<file path="src/rtl/alu_issue_if.sv">
// Command, response and alu-side signal bundle for alu_issue_stage.
// slave = the issue stage; master = the command source / response sink / alu side.
interface alu_issue_if #(
    parameter int N  = 8,
    parameter int RA = 2
);
    logic          in_valid;
    logic          in_ready;
    logic          in_load;
    logic [2:0]    in_opcode;
    logic [RA-1:0] in_rd;
    logic [RA-1:0] in_rs1;
    logic [RA-1:0] in_rs2;
    logic [N-1:0]  in_imm;

    logic [N-1:0]  alu_a;
    logic [N-1:0]  alu_b;
    logic [2:0]    alu_opcode;
    logic [N-1:0]  alu_y;

    logic          res_valid;
    logic          res_ready;
    logic [N-1:0]  res_data;
    logic [RA-1:0] res_rd;

    modport slave (
        input  in_valid, in_load, in_opcode, in_rd, in_rs1, in_rs2, in_imm,
        input  alu_y, res_ready,
        output in_ready, alu_a, alu_b, alu_opcode,
        output res_valid, res_data, res_rd
    );

    modport master (
        output in_valid, in_load, in_opcode, in_rd, in_rs1, in_rs2, in_imm,
        output alu_y, res_ready,
        input  in_ready, alu_a, alu_b, alu_opcode,
        input  res_valid, res_data, res_rd
    );
endinterface

</file>
<file path="src/rtl/alu_issue_stage.sv">
// Issue/writeback stage in front of a combinational alu: one command in flight,
// sources read from a small register file, result written back and returned.
module alu_issue_stage #(
    parameter int N    = 8,
    parameter int REGS = 4
) (
    input  logic       clk,
    input  logic       rst_n,
    alu_issue_if.slave bus
);
    localparam int RA = (REGS > 1) ? $clog2(REGS) : 1;

    typedef enum logic [1:0] {IDLE, EXEC, RESP} state_t;

    typedef struct packed {
        logic          load;
        logic [2:0]    opcode;
        logic [RA-1:0] rd;
        logic [RA-1:0] rs1;
        logic [RA-1:0] rs2;
        logic [N-1:0]  imm;
    } cmd_t;

    state_t                 state_q, state_d;
    cmd_t                   cmd_q, cmd_d;
    logic [REGS-1:0][N-1:0] rf_q, rf_d;
    logic                   res_valid_q, res_valid_d;
    logic [N-1:0]           res_data_q, res_data_d;
    logic [RA-1:0]          res_rd_q, res_rd_d;

    logic [N-1:0]           src_a;
    logic [N-1:0]           src_b;
    logic [N-1:0]           wr_val;

    // Index decode by comparison: an index with no matching entry reads as 0.
    always_comb begin
        src_a = '0;
        src_b = '0;
        for (int i = 0; i < REGS; i++) begin
            if (cmd_q.rs1 == RA'(i)) src_a = rf_q[i];
            if (cmd_q.rs2 == RA'(i)) src_b = rf_q[i];
        end
    end

    always_comb begin
        state_d     = state_q;
        cmd_d       = cmd_q;
        rf_d        = rf_q;
        res_valid_d = res_valid_q;
        res_data_d  = res_data_q;
        res_rd_d    = res_rd_q;
        wr_val      = cmd_q.load ? cmd_q.imm : bus.alu_y;

        case (state_q)
            IDLE: begin
                if (bus.in_valid) begin
                    cmd_d.load   = bus.in_load;
                    cmd_d.opcode = bus.in_opcode;
                    cmd_d.rd     = bus.in_rd;
                    cmd_d.rs1    = bus.in_rs1;
                    cmd_d.rs2    = bus.in_rs2;
                    cmd_d.imm    = bus.in_imm;
                    state_d      = EXEC;
                end
            end
            EXEC: begin
                // Write lands on this edge; an unmatched rd drops the write.
                for (int i = 0; i < REGS; i++) begin
                    if (cmd_q.rd == RA'(i)) rf_d[i] = wr_val;
                end
                res_data_d  = wr_val;
                res_rd_d    = cmd_q.rd;
                res_valid_d = 1'b1;
                state_d     = RESP;
            end
            RESP: begin
                if (bus.res_ready) begin
                    res_valid_d = 1'b0;
                    state_d     = IDLE;
                end
            end
            default: state_d = IDLE;
        endcase
    end

    always_ff @(posedge clk or negedge rst_n) begin
        if (!rst_n) begin
            state_q     <= IDLE;
            cmd_q       <= '0;
            rf_q        <= '0;
            res_valid_q <= 1'b0;
            res_data_q  <= '0;
            res_rd_q    <= '0;
        end else begin
            state_q     <= state_d;
            cmd_q       <= cmd_d;
            rf_q        <= rf_d;
            res_valid_q <= res_valid_d;
            res_data_q  <= res_data_d;
            res_rd_q    <= res_rd_d;
        end
    end

    // alu operands come only from latched state, never straight from in_*.
    assign bus.in_ready   = (state_q == IDLE);
    assign bus.alu_a      = src_a;
    assign bus.alu_b      = src_b;
    assign bus.alu_opcode = cmd_q.opcode;
    assign bus.res_valid  = res_valid_q;
    assign bus.res_data   = res_data_q;
    assign bus.res_rd     = res_rd_q;
endmodule

</file>
<file path="src/flat_wrapper.sv">
// flat-port wrapper written by rule: the top's interface ports become plain ports
module alu_issue_stage_flat 
#(
    parameter int N    = 8,
    parameter int REGS = 4
)
  (clk, rst_n, bus_in_valid, bus_in_load, bus_in_opcode, bus_in_rd, bus_in_rs1, bus_in_rs2, bus_in_imm, bus_alu_y, bus_res_ready, bus_in_ready, bus_alu_a, bus_alu_b, bus_alu_opcode, bus_res_valid, bus_res_data, bus_res_rd);
  alu_issue_if #(.N(N), .RA((2))) bus_i ();
  input  logic clk;
  input  logic rst_n;
  input wire logic [$bits(bus_i.in_valid)-1:0] bus_in_valid;
  input wire logic [$bits(bus_i.in_load)-1:0] bus_in_load;
  input wire logic [$bits(bus_i.in_opcode)-1:0] bus_in_opcode;
  input wire logic [$bits(bus_i.in_rd)-1:0] bus_in_rd;
  input wire logic [$bits(bus_i.in_rs1)-1:0] bus_in_rs1;
  input wire logic [$bits(bus_i.in_rs2)-1:0] bus_in_rs2;
  input wire logic [$bits(bus_i.in_imm)-1:0] bus_in_imm;
  input wire logic [$bits(bus_i.alu_y)-1:0] bus_alu_y;
  input wire logic [$bits(bus_i.res_ready)-1:0] bus_res_ready;
  output wire logic [$bits(bus_i.in_ready)-1:0] bus_in_ready;
  output wire logic [$bits(bus_i.alu_a)-1:0] bus_alu_a;
  output wire logic [$bits(bus_i.alu_b)-1:0] bus_alu_b;
  output wire logic [$bits(bus_i.alu_opcode)-1:0] bus_alu_opcode;
  output wire logic [$bits(bus_i.res_valid)-1:0] bus_res_valid;
  output wire logic [$bits(bus_i.res_data)-1:0] bus_res_data;
  output wire logic [$bits(bus_i.res_rd)-1:0] bus_res_rd;
  assign bus_i.in_valid = bus_in_valid;
  assign bus_i.in_load = bus_in_load;
  assign bus_i.in_opcode = bus_in_opcode;
  assign bus_i.in_rd = bus_in_rd;
  assign bus_i.in_rs1 = bus_in_rs1;
  assign bus_i.in_rs2 = bus_in_rs2;
  assign bus_i.in_imm = bus_in_imm;
  assign bus_i.alu_y = bus_alu_y;
  assign bus_i.res_ready = bus_res_ready;
  assign bus_in_ready = bus_i.in_ready;
  assign bus_alu_a = bus_i.alu_a;
  assign bus_alu_b = bus_i.alu_b;
  assign bus_alu_opcode = bus_i.alu_opcode;
  assign bus_res_valid = bus_i.res_valid;
  assign bus_res_data = bus_i.res_data;
  assign bus_res_rd = bus_i.res_rd;
  alu_issue_stage #(.N(N), .REGS(REGS)) u_core (.clk(clk), .rst_n(rst_n), .bus(bus_i));
endmodule
</file>
<file path="config.mk">
export PLATFORM = sky130hd
export DESIGN_NAME = alu_issue_stage_flat
export DESIGN_NICKNAME = d
export VERILOG_FILES = /design/src/rtl/alu_issue_if.sv /design/src/rtl/alu_issue_stage.sv /design/src/flat_wrapper.sv
export SDC_FILE = /design/constraint.sdc
export NUM_CORES = 1
export LEC_CHECK = 0
export ABC_AREA = 1
export CAP_MARGIN = 0
export CORE_ASPECT_RATIO = 0.5
export CORE_UTILIZATION = 28
export CTS_CLUSTER_SIZE = 10
export DETAILED_ROUTE_END_ITERATION = 7
export GPL_TIMING_DRIVEN = 0
export MAX_ROUTING_LAYER = met4
export PLACE_DENSITY = 0.49
export SLEW_MARGIN = 25
export SYNTH_ARGS = -nofsm -noshare
export SYNTH_HDL_FRONTEND = slang
export SYNTH_SLANG_ARGS = --single-unit
</file>
<file path="constraint.sdc">
create_clock -name clk -period 1.87 [get_ports clk]
set_input_delay 0.561 -clock clk [delete_from_list [all_inputs] [get_ports clk]]
set_output_delay 0.561 -clock clk [all_outputs]
set_load 0.02 [all_outputs]
</file>
## Yosys cells after proc, flatten, opt, wreduce, memory -nomap -nowiden

Cells that the tools add are included.
W data, S select, Z words.

- Bits of input ports: 30
- Word-level logic and storage cells: 53
- Bits in read-only memories: 0
- Bits in writable memories: 0
- Register bits: 63
- Memories: 0
- Latch bits: 0

- Bitwise logic cells: 0
- Equality and inequality tests: 13
- Reduce and logical (&&, ||, !) cells: 12
- $mul: 0
- $lt $le $gt $ge: 0
- Shifts and indexed selects: 0
- Add/subtract/negate cells: 0
- Div/mod/pow operators: 0
- Muxes and demuxes: 14

Operators by type and width:

| operator | count |
|---|---|
| $mux W8 | 9 |
| $eq A2 B2 Y1 const B | 7 |
| $reduce_and A2 Y1 | 7 |
| $eq A2 B1 Y1 const B | 4 |
| $logic_not A2 Y1 | 4 |
| $pmux W2 S3 | 1 |
| $mux W2 | 2 |
| $ne A2 B2 Y1 const B | 2 |
| $pmux W1 S2 | 1 |
| $reduce_bool A2 Y1 | 1 |
| $mux W1 | 1 |

## Depth between registers and ports, before layout

- Word-level depth: 5
- Gate-level depth with buffers: 7

## Worst setup path after synthesis

No wires, ideal clock.

- Kind: reg-to-output
- Start: register u_core.cmd_q[8] (netlist name)
- End: output bus_alu_b[6]
- Stages on the path, launching flop included: 5
- Required time: 1.309 ns
- Arrival: 1.067 ns
- Setup slack: 0.242 ns
- Path through: dfrtp_1 buf_2 buf_1 nand3_1 nand4_1

- Word-level cells in the longest chain between the ends: 5
- Elaborated cells on any way between the ends: 8
- Classes of those cells: eq/ne (3); mux (4); reduce/logical (1)

Ends and longest elaborated chain:

| item | line | source |
|---|---|---|
| start: declaration | alu_issue_stage.sv:25 | `cmd_t cmd_q, cmd_d;` |
| start signal: assignment | alu_issue_stage.sv:96 | `cmd_q <= cmd_d;` |
| $logic_not A2 Y1 | alu_issue_stage.sv:41 | `if (cmd_q.rs2 == RA'(i)) src_b = rf_q[i];` |
| $mux W8 (3 in series) | alu_issue_stage.sv:41 |  |
| $mux W8 (*) | alu_issue_stage.sv:41 |  |
| end: declaration | flat_wrapper.sv:22 | `output wire logic [$bits(bus_i.alu_b)-1:0] bus_alu_b;` |

Mark *: on every way between the ends. The rest lies on a longest branch, timed or not.

## Final worst setup path

- Start: register u_core.cmd_q[9] (netlist name)
- End: output bus_alu_b[4]

The elaborated chain is that of the path after synthesis.

==> impl_metrics.prom <==
# TYPE chip_impl_metric gauge
chip_impl_info{name="outcome",value="finished, violations left"} 1
chip_impl_info{name="violated_checks",value="negative setup slack"} 1
chip_impl_metric{name="timing.max_cap.violations",unit=""} 0
chip_impl_metric{name="slew_viol_final",unit=""} 0
chip_impl_metric{name="reg2reg_setup_slack",unit="ps"} 240
chip_impl_metric{name="route.final.wire_length",unit="µm"} 10000
chip_impl_info{name="worst_path_most_repeated_cell",value="buf_6"} 1
chip_impl_metric{name="timing.fmax",unit="MHz"} 484
chip_impl_metric{name="i_o_pin_count",unit=""} 61
chip_impl_metric{name="first_global_vias",unit=""} 2874
chip_impl_info{name="crit_family",value="buffers and inverters"} 1
chip_impl_info{name="mostFrequentLayoutCell",value="nand2_1"} 1
chip_impl_info{name="cp_cell_sequence",value="buf_6, nor2_4, buf_6, buf_6, nand2_2, nand4_1, buf_6"} 1
chip_impl_metric{name="hold_violations",unit=""} 0
chip_impl_metric{name="detail_route.drc_violations",unit=""} 0
chip_impl_metric{name="synth-seq-area-share",unit="%"} 52.0
chip_impl_metric{name="design.core.area",unit="µm²"} 10400
chip_impl_metric{name="cts.reportedPaths.clkPinSlew",unit="ps"} 60
chip_impl_metric{name="drt_iter0_drc",unit=""} 272
chip_impl_metric{name="report.power.total",unit="µW"} 9090
chip_impl_info{name="hold_path.class",value="input port to async pin"} 1
chip_impl_metric{name="die-height",unit="µm"} 75.6
chip_impl_metric{name="die_w",unit="µm"} 149
chip_impl_metric{name="netlist_instances",unit=""} 396
chip_impl_metric{name="syn-num-nets",unit=""} 426
chip_impl_metric{name="detail_route.vias_per_cell",unit=""} 4.68
chip_impl_metric{name="grt_overflow",unit=""} 0
chip_impl_metric{name="htree_levels",unit=""} 3
chip_impl_metric{name="hold_buffer_count_at_cts",unit=""} 0
chip_impl_metric{name="drt.antenna.violating_nets",unit=""} 0
chip_impl_metric{name="start_util",unit="%"} 29.2
chip_impl_metric{name="setup_violations",unit=""} 16
chip_impl_metric{name="die_area",unit="µm²"} 11300
chip_impl_metric{name="timing.critical_path.required",unit="ps"} 1310
chip_impl_metric{name="grt_antenna_before_repair",unit=""} 0
chip_impl_info{name="startpoint_of_the_most_critical_register_to_register_path",value="u_core.cmd_q[17]$_DFFE_PN0P_"} 1
chip_impl_info{name="crit_path_top_delay_cell",value="dfrtp_1"} 1
chip_impl_metric{name="cp_max_fo",unit=""} 6
chip_impl_metric{name="yosys_synthesis_warning_count",unit=""} 0
chip_impl_info{name="worstSetupStartpointType",value="flip-flop"} 1
chip_impl_metric{name="syn-cell-area",unit="µm²"} 3030
chip_impl_metric{name="synth-seq-cells",unit=""} 63
chip_impl_info{name="rsz0062_at_grt",value="yes"} 1
chip_impl_metric{name="synthDistinctLibCells",unit=""} 16
chip_impl_info{name="most_area_consuming_cells_after_synthesis",value="dfrtp_1 (52%), nand2_1 (26%), nand3_1 (8.1%)"} 1
chip_impl_metric{name="fp-row-count",unit=""} 26
chip_impl_metric{name="maxSlewHeadroom",unit="%"} 30.0
chip_impl_metric{name="flow.area_growth_from_synthesis",unit="%"} 47.4
chip_impl_info{name="critical_path_class",value="flip-flop to output port"} 1
chip_impl_metric{name="global_route.usage.total",unit="%"} 20.2
chip_impl_info{name="cts_tree",value="done"} 1
chip_impl_metric{name="dr_total_vias",unit=""} 2950
chip_impl_metric{name="cts-buffers-inserted",unit=""} 9
chip_impl_metric{name="grt_first_pass_wirelength",unit="µm"} 15800
chip_impl_metric{name="top_cell_type_s_share_of_synthesized_area",unit="%"} 52.0
chip_impl_metric{name="worst_skew_pair.late_latency",unit="ps"} 340
chip_impl_metric{name="peakVddDrop",unit="mV"} 0.544
chip_impl_metric{name="fillerInstances",unit=""} 1070
chip_impl_metric{name="finalCritPeriodShare",unit="%"} 111
chip_impl_metric{name="average_routed_wire_per_standard_cell",unit="µm"} 15.9
chip_impl_metric{name="pin_count_of_the_biggest_net_entering_global_routing",unit=""} 33
chip_impl_info{name="clk_root_buffer_cell",value="clkbuf_16"} 1
chip_impl_metric{name="crit_path_max_incr_delay",unit="ps"} 370
chip_impl_metric{name="io_buffer_count",unit=""} 60
chip_impl_metric{name="antenna-diode-count",unit=""} 0
chip_impl_metric{name="clock_skew",unit="ps"} 3.44
chip_impl_metric{name="drive_gt1_share",unit="%"} 21.6
chip_impl_info{name="layout_common_cells",value="nand2_1 (205), dfrtp_1 (63), buf_4 (31), nand3_1 (30), clkdlybuf4s50_1 (28)"} 1
chip_impl_info{name="critPathCaptureType",value="output port"} 1
chip_impl_metric{name="cts_num_sinks",unit=""} 63
chip_impl_metric{name="first_pass_detailed_route_iteration_total",unit=""} 4
chip_impl_metric{name="avgSynthCellArea",unit="µm²"} 7.66
chip_impl_metric{name="setup_ws",unit="ps"} -197
chip_impl_metric{name="cp_data_arrival_time",unit="ps"} 1510
chip_impl_metric{name="dp_hpwl",unit="µm"} 6650
chip_impl_info{name="synth_top_area_cell",value="dfrtp_1"} 1
chip_impl_metric{name="worstPathBufferInverterCount",unit=""} 4
chip_impl_metric{name="holdWs",unit="ps"} 165
chip_impl_metric{name="clock_tree.buffer_depth",unit=""} 2
chip_impl_metric{name="p_leak",unit="µW"} 0.00226
chip_impl_metric{name="power_density",unit="nW/µm²"} 2040
chip_impl_info{name="crit-reg2reg-capture",value="u_core.rf_q[4]$_DFFE_PN0P_"} 1
chip_impl_metric{name="gpl.final_weighted_congestion",unit=""} 0.814
chip_impl_metric{name="max_slew.worst_pin.slew",unit="ps"} 1040
chip_impl_metric{name="finish.net_count",unit=""} 515
chip_impl_metric{name="final.min_clock_period",unit="ps"} 2070
chip_impl_metric{name="worst-r2r-cell-count",unit=""} 3
## report_power, final
part | total [µW] | leakage, µW | switching, µW | internal (µW)
clock | 1820 | 0.000148 | 655 | 1170
sequential | 2570 | 0.000775 | 550 | 2020
combinational | 4700 | 0.00134 | 2770 | 1930
total | 9090 | 0.00226 | 3970 | 5120
## per-layer routing
| metal | GRT usage, % | wire [µm] |
|---|---|---|
| met2 | 29.4 | 4420 |
| met4 | 7.48 | 146 |
| met5 | - | 0 |
| met3 | 4.97 | 644 |
| met1 | 27.3 | 4830 |
## worst reg2reg max path: stages (launching register included)
cell	delay, ps
dfrtp_1	480
o21ai_0	860
nand2_1	140
nand2_1	90
## repair_timing
item                                    in CTS  in global routing
buffers inserted                            16                  1
endpoints found under the setup margin      25                 25
pin swaps                                    6                  4
gates resized for setup                    126                 25
cloned                                       0                  0
## flip-flops by register name (all words and copies together), names as in the netlist
name / count
u_core.bus.res_data: 8
u_core.bus.res_valid: 1
u_core.cmd_q: 15
u_core.bus.alu_opcode: 3
u_core.state_q: 2
u_core.bus.res_rd: 2
u_core.rf_q: 32
## metrics by stage
step	util [%]	std cells	setup slack [ps]	instance area [µm²]	TNS, ps
after floorplan	-	396	242	3030	0
after global placement	36.7	596	-2060	3810	-145670
after detailed placement	36.9	597	-671	3820	-16220
after CTS	42.1	629	-199	4370	-2150
after global routing	43.1	630	-247	4470	-3400
final	43.1	630	-197	4470	-2370
## worst max path at each step
| stage | from | endpoint | cells after the start |
|---|---|---|---|
| after floorplan | u_core.cmd_q[8]$_DFFE_PN0P_ | bus_alu_b[6] | 4 |
| after CTS | u_core.cmd_q[8]$_DFFE_PN0P_ | bus_alu_b[4] | 7 |
| after global routing | u_core.cmd_q[9]$_DFFE_PN0P_ | bus_alu_b[1] | 5 |
| final | u_core.cmd_q[9]$_DFFE_PN0P_ | bus_alu_b[4] | 7 |
| after global placement | rst_n | u_core.bus.alu_opcode[2]$_DFFE_PN0P_ | 1 |
| after detailed placement | u_core.cmd_q[10]$_DFFE_PN0P_ | bus_alu_a[2] | 5 |
## kinds of logic (layout without fill, tap and decap cells)
| group | count (synthesis) | in the layout | synth area share [%] |
|---|---|---|---|
| AND/OR/NAND/NOR | 285 | 285 | 39.9 |
| buffers and inverters | 36 | 130 | 5.90 |
| flip-flops | 63 | 63 | 52.0 |
| AO/OA/AOI/OAI | 12 | 12 | 2.23 |
## cell type report
type	count	area [µm²]	share of cell area, %
Sequential cell	63	1580	35.3
Multi-Input combinational cell	297	1390	31.2
Timing Repair Buffer	78	763	17.1
Clock buffer	9	225	5.04
Tap cell	140	175	3.92
Buffer	16	145	3.25
Clock inverter	7	96.3	2.16
Inverter	20	92.6	2.07
## Yosys cell counts
| cell type | count |
|---|---|
| nand4_1 | 17 |
| nor2_1 | 5 |
| inv_4 | 1 |
| inv_2 | 1 |
| buf_6 | 3 |
| o21ai_2 | 2 |
| nand2_1 | 206 |
| buf_4 | 3 |
| nand2_4 | 3 |
| dfrtp_1 | 63 |
| buf_1 | 4 |
| nand3_1 | 49 |
| inv_1 | 18 |
| buf_2 | 6 |
| nor2_2 | 5 |
| o21ai_0 | 10 |
(Power assumes the default switching activity.)
